<file path="src/rtl/uart_pkg.sv">
// Shared UART framer types: FSM state encoding and line-level bit constants.
// PARITY state exists only when UART_TX_PARITY_EN is defined.
package uart_pkg;

    typedef enum logic [2:0] {
        IDLE,
        START,
        DATA,
`ifdef UART_TX_PARITY_EN
        PARITY,
`endif
        STOP
    } uart_state_e;

    localparam logic START_BIT = 1'b0;
    localparam logic STOP_BIT  = 1'b1;

endpackage

</file>
<file path="src/rtl/uart_bit_timer.sv">
// Bit-period counter: counts 0..CLKS_PER_BIT-1 while enabled and flags the
// last cycle of each bit period with expire.
module uart_bit_timer #(
    parameter int CLKS_PER_BIT = 10
) (
    input  logic clk,
    input  logic rst,
    input  logic clear,
    input  logic enable,
    output logic expire
);

    localparam int CW = (CLKS_PER_BIT > 1) ? $clog2(CLKS_PER_BIT) : 1;
    localparam logic [CW-1:0] LAST = CW'(CLKS_PER_BIT - 1);

    logic [CW-1:0] cnt_q, cnt_d;

    always_comb begin
        cnt_d = cnt_q;
        if (clear) begin
            cnt_d = '0;
        end else if (enable) begin
            cnt_d = (cnt_q == LAST) ? '0 : cnt_q + 1'b1;
        end
    end

    always_ff @(posedge clk) begin
        if (rst) begin
            cnt_q <= '0;
        end else begin
            cnt_q <= cnt_d;
        end
    end

    assign expire = enable && (cnt_q == LAST);

endmodule

</file>
<file path="src/rtl/uart_tx_framer.sv">
// UART transmit framer: accepts a byte over valid/ready and serialises it.
// Define UART_TX_PARITY_EN to add an even-parity bit between data and stop.
module uart_tx_framer
    import uart_pkg::*;
#(
    parameter int CLKS_PER_BIT = 10,
    parameter int DATA_BITS    = 8
) (
    input  logic                 clk,
    input  logic                 rst,
    input  logic [DATA_BITS-1:0] tx_data,
    input  logic                 tx_valid,
    output logic                 tx_ready,
    output logic                 tx_serial,
    output logic                 tx_busy,
    output logic                 frame_done
);

`ifdef UART_TX_PARITY_EN
    localparam int FRAME_BITS = DATA_BITS + 3;
`else
    localparam int FRAME_BITS = DATA_BITS + 2;
`endif
    localparam int BCW = 3;
    localparam logic [BCW-1:0] LAST_BIT = BCW'(DATA_BITS - 1);

    uart_state_e           state_q, state_d;
    logic [FRAME_BITS-1:0] shift_q, shift_d;
    logic [BCW-1:0]        bit_q, bit_d;
    logic [FRAME_BITS-1:0] frame_w;
    logic                  tmr_clear;
    logic                  tmr_expire;

`ifdef UART_TX_PARITY_EN
    assign frame_w = {STOP_BIT, ^tx_data, tx_data, START_BIT};
`else
    assign frame_w = {STOP_BIT, tx_data, START_BIT};
`endif

    uart_bit_timer #(
        .CLKS_PER_BIT(CLKS_PER_BIT)
    ) u_timer (
        .clk   (clk),
        .rst   (rst),
        .clear (tmr_clear),
        .enable(tx_busy),
        .expire(tmr_expire)
    );

    always_comb begin
        state_d    = state_q;
        shift_d    = shift_q;
        bit_d      = bit_q;
        tx_ready   = 1'b0;
        tx_busy    = 1'b1;
        frame_done = 1'b0;
        tmr_clear  = 1'b0;
        unique case (state_q)
            IDLE: begin
                tx_ready = 1'b1;
                tx_busy  = 1'b0;
                if (tx_valid) begin
                    state_d   = START;
                    shift_d   = frame_w;
                    bit_d     = '0;
                    tmr_clear = 1'b1;
                end
            end
            START: begin
                if (tmr_expire) begin
                    state_d = DATA;
                    shift_d = {1'b1, shift_q[FRAME_BITS-1:1]};
                end
            end
            DATA: begin
                if (tmr_expire) begin
                    shift_d = {1'b1, shift_q[FRAME_BITS-1:1]};
                    if (bit_q == LAST_BIT) begin
`ifdef UART_TX_PARITY_EN
                        state_d = PARITY;
`else
                        state_d = STOP;
`endif
                    end else begin
                        bit_d = bit_q + 1'b1;
                    end
                end
            end
`ifdef UART_TX_PARITY_EN
            PARITY: begin
                if (tmr_expire) begin
                    state_d = STOP;
                    shift_d = {1'b1, shift_q[FRAME_BITS-1:1]};
                end
            end
`endif
            STOP: begin
                if (tmr_expire) begin
                    frame_done = 1'b1;
                    state_d    = IDLE;
                    shift_d    = {1'b1, shift_q[FRAME_BITS-1:1]};
                end
            end
            default: begin
                state_d = IDLE;
            end
        endcase
    end

    always_ff @(posedge clk) begin
        if (rst) begin
            state_q <= IDLE;
            shift_q <= '1;
            bit_q   <= '0;
        end else begin
            state_q <= state_d;
            shift_q <= shift_d;
            bit_q   <= bit_d;
        end
    end

    // Idle line is forced high so a stale shift value can never leak out.
    assign tx_serial = (state_q == IDLE) ? STOP_BIT : shift_q[0];

endmodule

</file>
<file path="config.mk">
export PLATFORM = sky130hd
export DESIGN_NAME = uart_tx_framer
export DESIGN_NICKNAME = d
export VERILOG_FILES = /design/src/rtl/uart_pkg.sv /design/src/rtl/uart_bit_timer.sv /design/src/rtl/uart_tx_framer.sv
export SDC_FILE = /design/constraint.sdc
export NUM_CORES = 1
export LEC_CHECK = 0
export CORE_ASPECT_RATIO = 1.25
export CORE_MARGIN = 2
export CORE_UTILIZATION = 29
export CTS_CLUSTER_SIZE = 12
export DETAILED_ROUTE_END_ITERATION = 16
export HOLD_SLACK_MARGIN = 0.1
export SETUP_SLACK_MARGIN = 0.5
export SLEW_MARGIN = 20
export SYNTH_ARGS = -nofsm -noshare
export SYNTH_HDL_FRONTEND = slang
export SYNTH_SLANG_ARGS = --single-unit
</file>
<file path="constraint.sdc">
create_clock -name clk -period 2.3 [get_ports clk]
set_clock_uncertainty 0.2 [all_clocks]
set_input_delay 0.46 -clock clk [delete_from_list [all_inputs] [get_ports clk]]
set_output_delay 0.46 -clock clk [all_outputs]
set_load 0.01 [all_outputs]
</file>
; ---- Word-level counts from Yosys, hierarchy flattened
; Index checks and enable logic that the tools add are counted.
[totals]
register_bits = 20
inputBits = 11
elab_cells = 48
out_inout_bits = 4
[op_classes]
n_mux = 21
n_eq_ne = 12
add_sub_neg = 2
n_reduce_logical = 9
[op_table]
columns = op, count
row1 = 2-to-1 mux 3 bit, 8
row2 = 2-to-1 mux 10 bit, 2
row3 = one-hot mux 10 bit (2 select lines), 1
row4 = inequality test 2 bit (second input constant), 6
row5 = one-hot mux 3 bit (4 select lines), 1
row6 = 2-to-1 mux 1 bit, 7
row7 = == test 3 x 2 -> 1 bit (second input constant), 2
row8 = one-hot mux 3 bit (2 select lines), 1
row9 = AND reduction 5 bit, 1
row10 = adder 4 x 1 -> 4 bit (second input constant), 1
row11 = == test 4 bit (second input constant), 1
row12 = 2-to-1 mux 4 bit, 1
row13 = AND reduction 4 bit, 1
row14 = nonzero test 2 bit, 2
row15 = adder 3 x 1 -> 3 bit (second input constant), 1
row16 = == test 3 x 1 -> 1 bit (second input constant), 1
row17 = == test 3 bit (second input constant), 1
row18 = logical NOT 3 bit, 1
row19 = AND reduction 3 bit, 1
row20 = OR reduction 3 bit, 1
row21 = inequality test 2 x 1 -> 1 bit (second input constant), 1
row22 = OR reduction 2 bit, 1
row23 = logical AND 1 bit, 1

; ---- Longest topological paths before layout
; Gate-level depths: netlist of run 1.
[logic_depth]
word_depth = 5
mapped_depth = 7
mapped_depth_nobuf = 6

; ---- By module
; Synthesis of run 1 repeated with hierarchy kept, for this count alone.
[unflattened]
hier_cells = 107
area_unflattened_um2 = 975.9
[modules_own_cells]
columns = module, seq_area_each_um2, cells_per_inst, area_each_um2, instances
row1 = uart_tx_framer, 280.3, 87, 787.0, 1
row2 = uart_bit_timer, 80.1, 20, 188.9, 1

; ---- Least setup slack after synthesis of run 1
; OpenSTA, ideal clock, no wires.
[synth_timing]
path_type = register to output
startpoint = register state_q[0]
endpoint = output frame_done
setup_slack_ns = 0.173
n_path_buf = 0
arrival_ns = 1.467
required_time_ns = 1.640
stages_incl_launch_ff = 6
path_cell_list = dfxtp_1 > inv_1 > ha_1 > nand2b_4 > nor3_2 > and2_1
[synth_between]
elab_chain_len = 5
elab_cells_between_ends = 6
cone_classes = eq/ne (1) / mux (3) / reduce/logical (2)
[synth_rtl]
columns = item, line_no
row1 = start: declaration, uart_tx_framer.sv:27  ; uart_state_e state_q, state_d;
row2 = start signal: assignment, uart_tx_framer.sv:116  ; state_q <= state_d;
row3 = logical NOT 3 bit, uart_tx_framer.sv:58  ; unique case (state_q)
row4 = 2-to-1 mux 1 bit, uart_tx_framer.sv:58
row5 = logical AND 1 bit, uart_bit_timer.sv:35  ; assign expire = enable && (cnt_q == LAST);
row6 = 2-to-1 mux 1 bit, uart_tx_framer.sv:98  ; if (tmr_expire) begin
row7 = 2-to-1 mux 1 bit *, uart_tx_framer.sv:58
row8 = end: declaration, uart_tx_framer.sv:16  ; output logic frame_done
; Every way passes the cells marked *; elsewhere a longest branch is shown, timed or not.

; ---- Worst setup path after layout of run 1
[layout_timing]
startpoint = register state_q[1]
endpoint = output frame_done
; Same word-level chain as after synthesis.

==> results of run 1 <==
[power by group through the flow]
stage | Combinational (mW) | Clock, mW | Sequential (mW)
after floorplan | 0.667 | 0 | 0.441
after global placement | 0.842 | 0 | 0.446
after detailed placement | 0.857 | 0 | 0.451
after CTS | 1.16 | 0.229 | 0.440
after global routing | 1.32 | 0.238 | 0.446
final | 1.22 | 0.216 | 0.439
[synthesized netlist by cell type, types with 4 or more instances]
cell type	number	share of area (%)
dfxtp_1	18	33
nor2_1	15	5.2
mux2i_1	9	8.4
nor2b_1	9	5.2
ha_1	8	9.3
a211oi_1	7	4.9
a21oi_1	4	1.9
inv_1	4	1.4
[timing repair]
action	in CTS	in global routing
pin swaps	7	6
endpoints found under the setup margin	18	18
cloned	1	0
setup buffers	7	2
gates resized for setup	41	4
[flip-flops by register name, indices dropped and copies added (netlist names)]
name and flops:
state_q 2, bit_q 3, shift_q 9, u_timer.cnt_q 4
[metal layers]
| metal | track usage, % | part of all wire, % | up-vias | routed length, um |
|---|---|---|---|---|
| met5 | 0 | 0 | - | 0 |
| met4 | 3.62 | 0.79 | 0 | 19 |
| met2 | 21.5 | 51 | 30 | 1220 |
| met1 | 14.3 | 44 | 449 | 1040 |
| li1 | - | - | 468 | - |
| met3 | 2.67 | 4.4 | 4 | 106 |
[layout make-up]
class	count	area (um^2)	share of cell area, %
Timing Repair Buffer	30	280	18.2
Multi-Input combinational cell	87	782	50.7
Sequential cell	18	365	23.7
Tap cell	39	48.8	3.16
Clock buffer	3	41.3	2.68
Inverter	4	25.0	1.62
[cell families (layout without fill, tap and decap cells)]
group	after synthesis	count (layout)	share of synthesized area (%)
AND/OR/NAND/NOR	40	40	22.3
AO/OA/AOI/OAI	26	27	19.6
flip-flops	18	18	33.4
multiplexers	10	10	9.41
buffers and inverters	9	37	4.30
adder cells (fa/ha/maj)	8	8	9.29
XOR/XNOR	2	2	1.63
[cell usage in the layout (no fill, tap or decap), types with 2 or more instances in the layout]
cell             count
nor4_2               2
a211o_1              2
nor3_1               2
dfxtp_1             16
ha_4                 2
inv_4                2
a21o_1               2
o21ai_4              2
xor2_1               2
buf_6                5
clkbuf_8             3
o21ai_0              2
mux2i_1              9
a21oi_1              3
a22o_1               2
a211oi_1             7
clkdlybuf4s50_1      9
nor2b_1              9
nor3b_4              2
nor2_1              15
buf_4               14
ha_1                 5
[final timing paths]
kind | from | to | slack (ns) | cells past startpoint
setup / recovery | state_q[1]$_SDFFE_PP0P_ | frame_done | 0.34 | 6
hold / removal | bit_q[1]$_SDFFE_PP0P_ | bit_q[1]$_SDFFE_PP0P_ | 0.29 | 1
setup reg to reg | state_q[1]$_SDFFE_PP0P_ | shift_q[7]$_SDFFE_PP1P_ | 0.37 | 9
hold reg to reg | bit_q[1]$_SDFFE_PP0P_ | bit_q[1]$_SDFFE_PP0P_ | 0.29 | 1
==> results.md, run 1 <==
- Placed cells: 168
- Mapped cell area: 1080 um^2
- Initial antenna violation count: 0
- Pwr Density: 1220 nW/um^2
- Site Rows: 24
- Via Count: 951
- Max_slew headroom: 73.7%
- Root Driver: clkbuf_8
- CP top delay family: simple AND/OR/NAND/NOR gates
- Area growth from synthesis to layout: 43.2%
- Core Util, Final: 43.9%
- Netlist cell types: 37
- Setup TNS: 0 ns
- Buf+Inv Stages, Crit Path: 2
- Reg power frac: 23.4%
- Die Ht: 72.1 um
- Vias in the first global route: 944
- Status: completed
- DRC: 0
- Post-synth top flop: dfxtp_1
- Total grt overflow: 0
- Layout cell share with drive strength beyond 1: 34.5%
- Worst-Margin Slew: 0.385 ns
- GRT Total Usage: 12.1%
- Largest net degree at the start of global routing: 16
- Worst-skew pair later-pin latency: 0.25 ns
- Combinational share of power: 65.1%
- Crit path max-delay cell type: dfxtp_2
- Hold-fix buffers, CTS: 0
- Die area: 4220 um^2
- Final hold slack: 0.287 ns
- Period utilization: 85.3%
- Post-layout minimum cycle time: 1.96 ns
- CORE AREA: 3510 um^2
- Leakage power: 0.646 nW
- # setup viols final: 0
- Ys async rst share: 0%
- First-pass GRT wire length: 4.06 mm
- Per-cell routed wire length: 13.2 um
- Diode count: 0
- Post-synthesis sequential area ratio: 33.4%
- Antenna viol nets, final: 0
- Dpl cell area: 1310 um^2
- Via/cell ratio: 5.25
- Power Internal: 1.14 mW
- PnR Total Power: 1.88 mW
- Critical-path cell list: inv_4 -> ha_4 -> nand2b_4 -> nor3_4 -> and2_4 -> buf_6
- Critical path type: flip-flop to output pin
- CTS tree: yes
- Syn Inst Count: 113
- RePlAce Congestion: 0.779
- FMAX: 0.510 GHz
- Starting DRT DRC Count: 38
- Syn. warnings: 0
- Max-slew violations: 0
- Worst Hold Class: flip-flop to flip-flop
- IO Pins: 15
- Placement Setup Slack: 0.0935 ns
- Initial core utilization: 30.7%
- RSZ-0062 raised after global routing: yes
- Post-synth EDFFs: 0
- Crit. End Element: output pin
- Net Sw Frac: 39.3%
- Mapped Nets: 132
- Syn avg cell area: 9.53 um^2
- Final HPWL from detailed placement: 1.65 mm
- Layout Cells excl Fill: 181
- CTS Buf Count: 3
- DRT Pass-1 Iters: 4
- Clock slew at reported path FFs: 0.07 ns
- Max_cap viols: 0
- Switching pwr: 0.737 mW
- Setup ws final: 0.338 ns
- Routed WL: 2.39 mm
- Die Wd: 58.5 um
- Max incr delay on CP: 0.35 ns
- Clk sinks: 18
- CP required: 1.64 ns
- Seq cells post-synth: 18
- Design area: 1540 um^2
- Crit Path Max Fanout: 2
- Number of fill cells: 331
- Final Net Count: 163
- H-tree depth: 1
- Data arrival time of the critical path: 1.30 ns
- CP Launch Type: flip-flop
- CTS max path bufs: 2
- Worst vdd ir: 0.851 mV
- Port bufs: 14
- Final hold vios: 0
- Clock power share: 11.5%
Note: power is estimated with default switching activity, not from simulation.
==> run 2: changes to the inputs <==
MAX_ROUTING_LAYER = met4   (was not set)
==> results.md, run 2 (synthesis results as in run 1) <==
- Most frequent cells in the layout: dfxtp_1, nor2_1, buf_4 (unchanged)
- Die Wd: 58.5 um (unchanged)
- Pwr Density: 1220 nW/um^2 (unchanged)
- RePlAce Congestion: 0.790 (was 0.779)
- RSZ-0062 raised after global routing: yes (unchanged)
- CP Launch Type: flip-flop (unchanged)
- Max-slew violations: 0 (unchanged)
- CTS tree: yes (unchanged)
- DRT Pass-1 Iters: 4 (unchanged)
- Starting DRT DRC Count: 35 (was 38)
- Net Sw Frac: 39.3% (about the same)
- Top sig layer: met4 (unchanged)
- Worst vdd ir: 0.851 mV (about the same)
- # setup viols final: 0 (unchanged)
- Final hold vios: 0 (unchanged)
- Total grt overflow: 0 (unchanged)
- Combinational share of power: 65.1% (about the same)
- IO Pins: 15 (unchanged)
- GRT Total Usage: 12.4% (was 12.1%)
- Number of fill cells: 331 (unchanged)
- Setup TNS: 0 ns (unchanged)
- Area of the multi-input gates: 782 um^2 (unchanged)
- Site Rows: 24 (unchanged)
- Initial antenna violation count: 0 (unchanged)
- Die Ht: 72.1 um (unchanged)
- Data arrival time of the critical path: 1.30 ns (about the same)
- Min-delay src: bit_q[1]$_SDFFE_PP0P_ (unchanged)
- Worst Hold Class: flip-flop to flip-flop (unchanged)
- Layout cell share with drive strength beyond 1: 34.5% (unchanged)
- Worst-Margin Slew: 0.385 ns (unchanged)
- Clk sinks: 18 (unchanged)
- CTS Buf Count: 3 (unchanged)
- Final Net Count: 163 (unchanged)
- CTS max path bufs: 2 (unchanged)
- H-tree depth: 1 (unchanged)
- Most common cell after layout, fill and taps aside: dfxtp_1 (unchanged)
- Routed wl met3: 100 um (was 106 um)
- Routed wl met2: 1.22 mm (unchanged)
- Wl on met1: 1.05 mm (was 1.04 mm)
- Initial core utilization: 30.7% (unchanged)
- Clock slew at reported path FFs: 0.07 ns (about the same)
- Period utilization: 85.3% (about the same)
- Port bufs: 14 (unchanged)
- Clock power share: 11.5% (about the same)
- Post-layout minimum cycle time: 1.96 ns (about the same)
- Vias in the first global route: 944 (unchanged)
- Antenna viol nets, final: 0 (unchanged)
- Routed WL: 2.39 mm (unchanged)
- PnR Total Power: 1.88 mW (unchanged)
- Via/cell ratio: 5.25 (unchanged)
- Largest net degree at the start of global routing: 16 (unchanged)
- Diode count: 0 (unchanged)
- Crit Path Max Fanout: 2 (unchanged)
- Max_cap viols: 0 (unchanged)
- First-pass GRT wire length: 4.06 mm (about the same)
- CORE AREA: 3510 um^2 (unchanged)
- Reg power frac: 23.4% (about the same)
- Crit path from: state_q[1]$_SDFFE_PP0P_ (unchanged)
- FMAX: 0.510 GHz (about the same)
- Reg area: 365 um^2 (unchanged)
- Root Driver: clkbuf_8 (unchanged)
- CP required: 1.64 ns (about the same)
- Biggest register: shift_q (unchanged)
- Switching pwr: 0.737 mW (about the same)
- R2R Path Start: state_q[1]$_SDFFE_PP0P_ (unchanged)
- Leakage power: 0.646 nW (unchanged)
- Final HPWL from detailed placement: 1.65 mm (unchanged)
- Area growth from synthesis to layout: 43.2% (unchanged)
- Largest register FFs: 9 (unchanged)
- Status: completed (unchanged)
- Power Internal: 1.14 mW (unchanged)
- Via Count: 951 (unchanged)
- Worst-skew pair later-pin latency: 0.25 ns (about the same)
- Die area: 4220 um^2 (unchanged)
- Per-cell routed wire length: 13.2 um (unchanged)
- DRC: 0 (unchanged)
- Crit. End Element: output pin (unchanged)
- Critical path type: flip-flop to output pin (unchanged)
- Max_slew headroom: 73.7% (unchanged)
- Biggest regs: shift_q (9), u_timer.cnt_q (4), bit_q (3) (unchanged)
run 2: cell counts in the layout (fill, tap and decap cells not counted):
Identical to the previous run, type by type.
run 2: repair_timing:
item                       in CTS  in global routing
setup endpoints to repair      18                 18
setup buffers                   7                  2
cloned                          1                  0
resized for setup              41                  4
pin swaps                       7                  6
hold buffers                    0                  0
run 2: worst paths after layout:
check / cells after the start / to / slack [ns]
min reg2reg: 1 / bit_q[1]$_SDFFE_PP0P_ / 0.29
max reg2reg: 9 / shift_q[7]$_SDFFE_PP1P_ / 0.37
min: 1 / bit_q[1]$_SDFFE_PP0P_ / 0.29
max: 6 / frame_done / 0.34
run 2: area by class of cell:
class	count	share of cell area [%]
Tap cell	39	3.16
Inverter	4	1.62
Multi-Input combinational cell	87	50.7
Sequential cell	18	23.7
Timing Repair Buffer	30	18.2
Clock buffer	3	2.68
run 2: critical path: stages, from the launching register on:
cell and delay, ns:
dfxtp_2 0.35, inv_4 0.04, ha_4 0.15, nand2b_4 0.14, nor3_4 0.12, and2_4 0.16
buf_6 0.09
run 2: routing by layer:
layer  global-route usage (%)  vias to the layer above
li1                         -                      468
met1                     14.4                      449
met2                     21.5                       30
met3                     2.50                        4
met4                     3.62                        0
met5                        -                        -
run 2: power by group through the flow:
stage | clock network [mW] | logic (mW) | registers (mW)
floorplan | 0 | 0.667 | 0.441
finish | 0.216 | 1.22 | 0.439
global placement | 0 | 0.842 | 0.446
CTS | 0.229 | 1.16 | 0.440
detailed placement | 0 | 0.857 | 0.451
global route | 0.238 | 1.32 | 0.446
run 2: per-stage QoR:
stage | instances | hold slack, ns | util (%) | setup slack (ns) | instance area [um^2]
floorplan | 113 | 0.246 | - | 0.485 | 1100
global placement | 168 | 0.263 | 37.3 | 0.139 | 1310
detailed placement | 168 | 0.267 | 37.3 | 0.0935 | 1310
CTS | 179 | 0.287 | 43.0 | 0.247 | 1510
global route | 181 | 0.324 | 43.9 | 0.272 | 1540
finish | 181 | 0.287 | 43.9 | 0.338 | 1540
